## src/rtl/col_input_ctrl.sv

```systemverilog
// col_input_ctrl: buffers ROWS operand words, then injects them into one PE column
// with a one-row-per-cycle skew and a one-hot per-row valid strobe.
module col_input_ctrl #(
    parameter int ROWS = 8,
    parameter int INWIDTH = 32,
    localparam int CW = $clog2(ROWS)
) (
    input  logic               clk,
    input  logic               rstn,
    input  logic [INWIDTH-1:0] in_w,
    input  logic               wvalid,
    output logic               wready,
    input  logic               en,
    output logic [INWIDTH-1:0] out_w [0:ROWS-1],
    output logic [ROWS-1:0]    out_v,
    output logic               busy
);
    typedef enum logic {FILL, ISSUE} state_t;

    state_t            state_q, state_d;
    logic [CW-1:0]     wcnt_q, wcnt_d, icnt_q, icnt_d;
    logic [INWIDTH-1:0] buf_q [0:ROWS-1];
    logic [ROWS-1:0]   out_v_d;
    logic              wr_en, iss_en, last_w, last_i;

    assign wready = (state_q == FILL);
    assign busy   = (state_q == ISSUE);
    assign last_w = (wcnt_q == CW'(ROWS - 1));
    assign last_i = (icnt_q == CW'(ROWS - 1));

    // The FSM transition replaces counter wrap, so non-power-of-2 ROWS never overrun.
    always_comb begin
        state_d = state_q;
        wcnt_d  = wcnt_q;
        icnt_d  = icnt_q;
        out_v_d = '0;
        wr_en   = 1'b0;
        iss_en  = 1'b0;
        if (state_q == FILL) begin
            wr_en  = wvalid;
            icnt_d = '0;
            if (wvalid) begin
                wcnt_d  = last_w ? '0 : wcnt_q + 1'b1;
                state_d = last_w ? ISSUE : FILL;
            end
        end else if (en) begin
            iss_en  = 1'b1;
            out_v_d = ROWS'(1) << icnt_q;
            icnt_d  = last_i ? '0 : icnt_q + 1'b1;
            state_d = last_i ? FILL : ISSUE;
            wcnt_d  = '0;
        end
    end

    always_ff @(posedge clk or negedge rstn) begin
        if (!rstn) begin
            state_q <= FILL;
            wcnt_q  <= '0;
            icnt_q  <= '0;
            out_v   <= '0;
            for (int i = 0; i < ROWS; i++) begin
                buf_q[i] <= '0;
                out_w[i] <= '0;
            end
        end else begin
            state_q <= state_d;
            wcnt_q  <= wcnt_d;
            icnt_q  <= icnt_d;
            out_v   <= out_v_d;
            if (wr_en) buf_q[wcnt_q] <= in_w;
            if (iss_en) out_w[icnt_q] <= buf_q[icnt_q];
        end
    end
endmodule

```

## config.mk

```make
export PLATFORM = sky130hd
export DESIGN_NAME = col_input_ctrl
export DESIGN_NICKNAME = d
export VERILOG_FILES = /design/src/rtl/col_input_ctrl.sv
export SDC_FILE = /design/constraint.sdc
export NUM_CORES = 1
export LEC_CHECK = 0
export ABC_AREA = 1
export CORE_AREA = 2 2 291 149
export DETAILED_ROUTE_END_ITERATION = 8
export DIE_AREA = 0 0 293 151
export PLACE_DENSITY = 0.78
export SLEW_MARGIN = 20
export SYNTH_ARGS = -nofsm -noshare
export SYNTH_HDL_FRONTEND = slang
export SYNTH_SLANG_ARGS = --single-unit
```

## constraint.sdc

```tcl
create_clock -name clk -period 2.1 [get_ports clk]
set_input_delay 0.63 -clock clk [delete_from_list [all_inputs] [get_ports clk]]
set_output_delay 0.63 -clock clk [all_outputs]
set_load 0.1 [all_outputs]
```

* Yosys cells after proc, flatten, opt, wreduce, memory -nomap -nowiden
Index checks and enable logic that the tools add are counted.
** Word-level totals
- Bits in registers :: 527
- Input port bits :: 36
- Output and inout port bits :: 266
- Logic and storage cells :: 63
** Cells by class
- Add/subtract/negate cells :: 2
- $lt $le $gt $ge :: 4
- Equal/unequal tests :: 3
- Shift operators :: 1
- Multiplexer cells :: 26
- Bitwise gates (word level) :: 3
- Reduce and logical (&&, ||, !) cells :: 4
** Operator list (count)
- bitwise mux 256 bit :: 2
- demux 32 bit (select 3 bit) :: 2
- two-way mux 32 bit :: 4
- binary-select mux 32 bit (select 3 bit) :: 1
- two-way mux 3 bit :: 7
- two-way mux 8 bit :: 2
- greater-or-equal comparator 4 bit, second input constant :: 2
- less-than comparator 4 x 1 -> 1 bit, second input constant :: 2
- two-way mux 1 bit :: 8
- inverter 3 -> 4 bit :: 2
- left shift 1 x 3 -> 8 bit, first input constant :: 1
- adder 3 x 1 -> 3 bit, second input constant :: 2
- == test 3 bit, second input constant :: 2
- logical AND 1 bit :: 2
- != test 2 bit, second input constant :: 1
- AND reduction 2 bit :: 1
- nonzero test 2 bit :: 1
- inverter 1 bit :: 1

* Depth between registers and ports, before layout
- Word-level depth :: 6
- Mapped depth :: 9
- Gate-level depth less buffers :: 7

* Least setup slack after synthesis
No wires, ideal clock.
- Path type :: reg-to-reg
- From :: register state_q, in the netlist busy
- To :: register buf_q[192] (netlist name)
- Setup time :: 133 ps
- Arrival :: 2317 ps
- Required time :: 1967 ps
- Path slack :: -350 ps
- Stages on the path, launching flop included :: 7
- Buffers on the path :: 1
- Clock period less this slack :: 2450 ps
- Path through :: dfrtp_1 -> inv_2 -> nand2_2 -> inv_2 -> nand3_1 -> clkbuf_1 -> o21ai_0
** On the way
- Cells in the longest elaborated chain, start to end :: 1
** RTL lines
- start, declared :: RTL line 20 : state_t state_q, state_d;
- start signal, assigned :: RTL line 66 : state_q <= state_d;
- two-way mux 1 bit :: RTL line 39 : if (state_q == FILL) begin
- end signal, assigned by index :: RTL line 70 : if (wr_en) buf_q[wcnt_q] <= in_w;
- end, declared :: RTL line 22 : logic [INWIDTH-1:0] buf_q [0:ROWS-1];
No other way between the ends.
A chain may end at the register's enable or synchronous reset.

* Worst setup path after layout
- From :: register icnt_q[0]
- To :: register out_w[231] (netlist name)
** On the way
- Cells in the longest elaborated chain, start to end :: 6
- Elaborated cells between the ends (all ways) :: 10
- Those cells by class :: order compare (2); mux (6); bitwise (1); reduce/logical (1)
** RTL lines
- start, declared :: RTL line 21 : logic [CW-1:0] wcnt_q, wcnt_d, icnt_q, icnt_d;
- start signal, assigned :: RTL line 68 : icnt_q <= icnt_d;
- inverter 3 -> 4 bit (not written as such) (*) :: RTL line 71 : if (iss_en) out_w[icnt_q] <= buf_q[icnt_q];
- greater-or-equal comparator 4 bit (not written as such) or less-than comparator 4 x 1 -> 1 bit (tied branches) :: RTL line 71
- logical AND 1 bit (not written as such) :: RTL line 71
- two-way mux 32 bit (not written as such) :: RTL line 71
- demux 32 bit (select 3 bit) :: RTL line 71
- bitwise mux 256 bit (*) :: RTL line 71
- end signal, assigned by index :: RTL line 71
- end, declared :: RTL line 14 : output logic [INWIDTH-1:0] out_w [0:ROWS-1],
Every way passes the cells marked *; elsewhere a longest branch is shown, timed or not. The select of a mux whose other input is x is not followed.

==> impl_metrics.py <==
metrics = {
    "run": {
        "maxCapViolCount": 0,
    },
    "logic_synthesis": {
        "synth-edff-count": 0,
        "synthesis.area_um2": 22710,
        "synthesis.area_per_instance_um2": 8.207,
        "synthDominantAreaCellType": "sky130_fd_sc_hd__dfrtp_1",
        "ys_types": 25,
        "post_syn_instances": 2767,
        "ys_top_cells_by_area": "sky130_fd_sc_hd__dfrtp_1 (58%), sky130_fd_sc_hd__nand2_1 (18%), sky130_fd_sc_hd__o21ai_0 (9.7%)",
        "synthesis.nets": 2812,
        "synth.top_cells.by_count": "sky130_fd_sc_hd__nand2_1 (1094), sky130_fd_sc_hd__dfrtp_1 (527), sky130_fd_sc_hd__o21ai_0 (441), sky130_fd_sc_hd__inv_1 (297), sky130_fd_sc_hd__nand3_1 (130)",
        "yosysSeqAreaShare_pct": 58.07,
        "async_reset_ff_share_pct": 100.0,
        "synth.ff_latch_count": 527,
        "yosysMostFrequentCell": "sky130_fd_sc_hd__nand2_1",
        "ys.flop_type": "sky130_fd_sc_hd__dfrtp_1",
        "yosys.area.top_type_share_pct": 58.07,
        "synthesis.yosys.warnings": 0,
    },
    "sta": {
        "rsz0062_at_grt": "no",
        "max_slew.worst_pin.slew_ns": 0.5443,
        "period_minus_slack_ns": 2.072,
        "report.final.slew_viol_count": 0,
        "fmaxAchievable_mhz": 482.6,
        "finalCritPeriodShare_pct": 98.67,
        "worst_clock_skew_ns": 0.02333,
        "setup_violations": 0,
        "slew_headroom_pct": 63.62,
        "setup_slack_ns": 0.02787,
        "report.final.hold_viol_count": 0,
    },
    "floorplanning": {
        "chipHeight_um": 151,
        "boundaryPins": 302,
        "die-area_um2": 44240,
        "initial_util_pct": 54.62,
        "row_count": 53,
        "placeableCoreArea_um2": 41580,
        "die_width_um": 293,
    },
    "drt": {
        "detail_route.iter0.violations": 2433,
        "vias_per_cell": 5.743,
        "average_routed_wire_per_standard_cell_um": 20.88,
        "route.antenna.remaining_nets": 0,
        "drt_drc_violations_left": 0,
        "detailroute.via_count": 21118,
        "totalWireLength_um": 76790,
        "detailedRoute.firstPassIterationCount": 5,
    },
    "final_layout": {
        "layout.cell_area.non_filler_um2": 31510,
        "post_route_cells_drive_above_1_share_pct": 15.84,
        "area_growth_syn_to_layout_pct": 38.76,
        "nets_final": 3140,
    },
    "clock_network": {
        "cts.clk_slew.worst_paths_ns": 0.07,
        "cts-root-to-sink-buffers": 3,
        "cts_sinks": 527,
        "cts_root_buffer": "sky130_fd_sc_hd__clkbuf_16",
        "clock_tree_from_tritoncts": "done",
        "h-tree-depth": 2,
        "clock_latency_on_the_worst_skew_pair_ns": 0.57,
        "cts_inserted_buffers": 46,
    },
    "power": {
        "p_leak_uw": 0.01636,
        "power.density_cell_area_nw_per_um2": 1481,
        "post-layout-total-power_uw": 46670,
        "irDropWorstVdd_uv": 773.2,
    },
    "critical_path": {
        "worstPathRequired_ns": 2.54,
        "worst_ep_arrival_time_ns": 2.51,
        "end_kind": "flip-flop",
        "critical_path_peak_fanout": 54,
        "startpoint_type": "flip-flop",
        "path_class": "flip-flop to flip-flop",
    },
    "status": {
        "result_of_the_run": "completed",
    },
    "global_routing": {
        "vias_in_the_first_global_route": 20998,
        "grt.total_usage_pct": 35.06,
        "number_of_antenna_violations_at_the_first_check_in_global_routing": 1,
        "grt_start_max_net_pins": 74,
        "global_route.overflow_total": 0,
        "grt_pass1_wl_um": 119100,
    },
    "placement": {
        "dp.final_hpwl_um": 51940,
        "gp_congestion": 0.9544,
        "port_buffers": 301,
        "place_area_um2": 30070,
        "pre_cts_ws_ns": -0.2590,
    },
    "hold_path": {
        "hold_path.class": "flip-flop to flip-flop",
    },
}
## worst max-delay path: stages (launching register included)
cell                       delay [ns]
sky130_fd_sc_hd__dfrtp_4         0.50
sky130_fd_sc_hd__clkinv_2        0.10
sky130_fd_sc_hd__buf_12          0.26
sky130_fd_sc_hd__buf_12          0.20
sky130_fd_sc_hd__nand2_1         0.07
sky130_fd_sc_hd__nand3_1         0.08
sky130_fd_sc_hd__nand2_1         0.29
sky130_fd_sc_hd__o21ai_0         0.31
sky130_fd_sc_hd__nand2_1         0.09
## layer usage
layer / track usage (%) / vias to the layer above / routed length [um]
li1: - / 9288 / -
met1: 45.95 / 10336 / 29260
met2: 55.57 / 1230 / 35560
met3: 8.687 / 264 / 8041
met4: 16.67 / 0 / 3929
met5: 0 / - / 0
## stage by stage
stage                     std cells  TNS, ns  hold slack [ns]  util (%)
after floorplan                2767        0           0.3344         -
after global placement         3596   -23.03           0.4652     72.32
after detailed placement       3596   -40.43           0.4726     72.32
after CTS                      3675        0           0.4882     75.77
after global routing           3676        0           0.5035     75.78
final                          3677        0           0.4851     75.79
## repair_timing
| action | in CTS | in global routing |
|---|---|---|
| setup buffers | 0 | 0 |
| gates resized for setup | 0 | 2 |
| hold endpoints to repair | 25 | 0 |
| hold buffers | 1 | 0 |
| setup endpoints to repair | 0 | 6 |
## area by class of cell
| cell class | instances | area (um2) |
|---|---|---|
| tap | 550 | 688.2 |
| multi-input combinational | 1786 | 7730 |
| sequential | 527 | 13190 |
| fill | 2534 | 10070 |
| antenna | 2 | 5.005 |
| clock buffer | 70 | 1353 |
| timing repair buffer | 420 | 7289 |
| inverter | 314 | 1182 |
| clock inverter | 8 | 71.32 |
## cells by family (layout without fill, tap and decap cells)
family	count (synthesis)	after routing	synth area share [%]
flops	527	527	58.07
simple gates	1258	1258	22.02
compound gates	519	519	11.48
buf+inv	454	812	7.934
fa+ha+maj	9	9	0.4959
other cells	0	2	0
## cell usage in the layout (no fill, tap or decap), types with 2 or more instances in the layout
| master | Yosys | routed |
|---|---|---|
| sky130_fd_sc_hd__dfrtp_1 | 527 | 525 |
| sky130_fd_sc_hd__o21ai_0 | 441 | 440 |
| sky130_fd_sc_hd__clkinv_2 | 0 | 6 |
| sky130_fd_sc_hd__nand2_2 | 5 | 7 |
| sky130_fd_sc_hd__clkbuf_1 | 64 | 14 |
| sky130_fd_sc_hd__clkbuf_8 | 0 | 9 |
| sky130_fd_sc_hd__buf_12 | 0 | 323 |
| sky130_fd_sc_hd__ha_1 | 9 | 9 |
| sky130_fd_sc_hd__nor3_1 | 3 | 3 |
| sky130_fd_sc_hd__clkbuf_16 | 0 | 47 |
| sky130_fd_sc_hd__clkdlybuf4s50_1 | 0 | 34 |
| sky130_fd_sc_hd__o21ai_1 | 73 | 74 |
| sky130_fd_sc_hd__nand3_2 | 3 | 4 |
| sky130_fd_sc_hd__nor2_1 | 7 | 7 |
| sky130_fd_sc_hd__nor2_2 | 9 | 9 |
| sky130_fd_sc_hd__o22ai_1 | 2 | 2 |
| sky130_fd_sc_hd__inv_2 | 17 | 15 |
| sky130_fd_sc_hd__diode_2 | 0 | 2 |
| sky130_fd_sc_hd__nand3_1 | 130 | 129 |
| sky130_fd_sc_hd__nand2_1 | 1094 | 1092 |
| sky130_fd_sc_hd__nor2_4 | 3 | 3 |
| sky130_fd_sc_hd__nor3_4 | 2 | 2 |
| sky130_fd_sc_hd__buf_4 | 1 | 61 |
| sky130_fd_sc_hd__inv_1 | 297 | 297 |
## where the power goes
part	internal, uW	leakage (uW)	switching, uW	total [uW]
Sequential	13400	0.00687	2280	15700
Combinational	7190	0.00880	15400	22600
Clock	4550	0.000699	3810	8350
## registers in the layout, summed over array words and instances (netlist names)
| signal | cells |
|---|---|
| out_w | 256 |
| busy | 1 |
| buf_q | 256 |
| out_v | 8 |
| icnt_q | 3 |
| wcnt_q | 3 |
## worst paths after layout
path,startpoint,end,slack (ns),depth (start not counted)
worst max-delay path,icnt_q[0],out_w[231],0.03,8
min in group asynchronous,rstn,busy,0.55,2
worst max register to register,icnt_q[0],out_w[231],0.03,8
worst min register to register,buf_q[119],buf_q[119],0.49,2
worst min-delay path,buf_q[119],buf_q[119],0.49,2
max in group asynchronous,rstn,out_w[139],0.78,3
(Power assumes the default switching activity.)
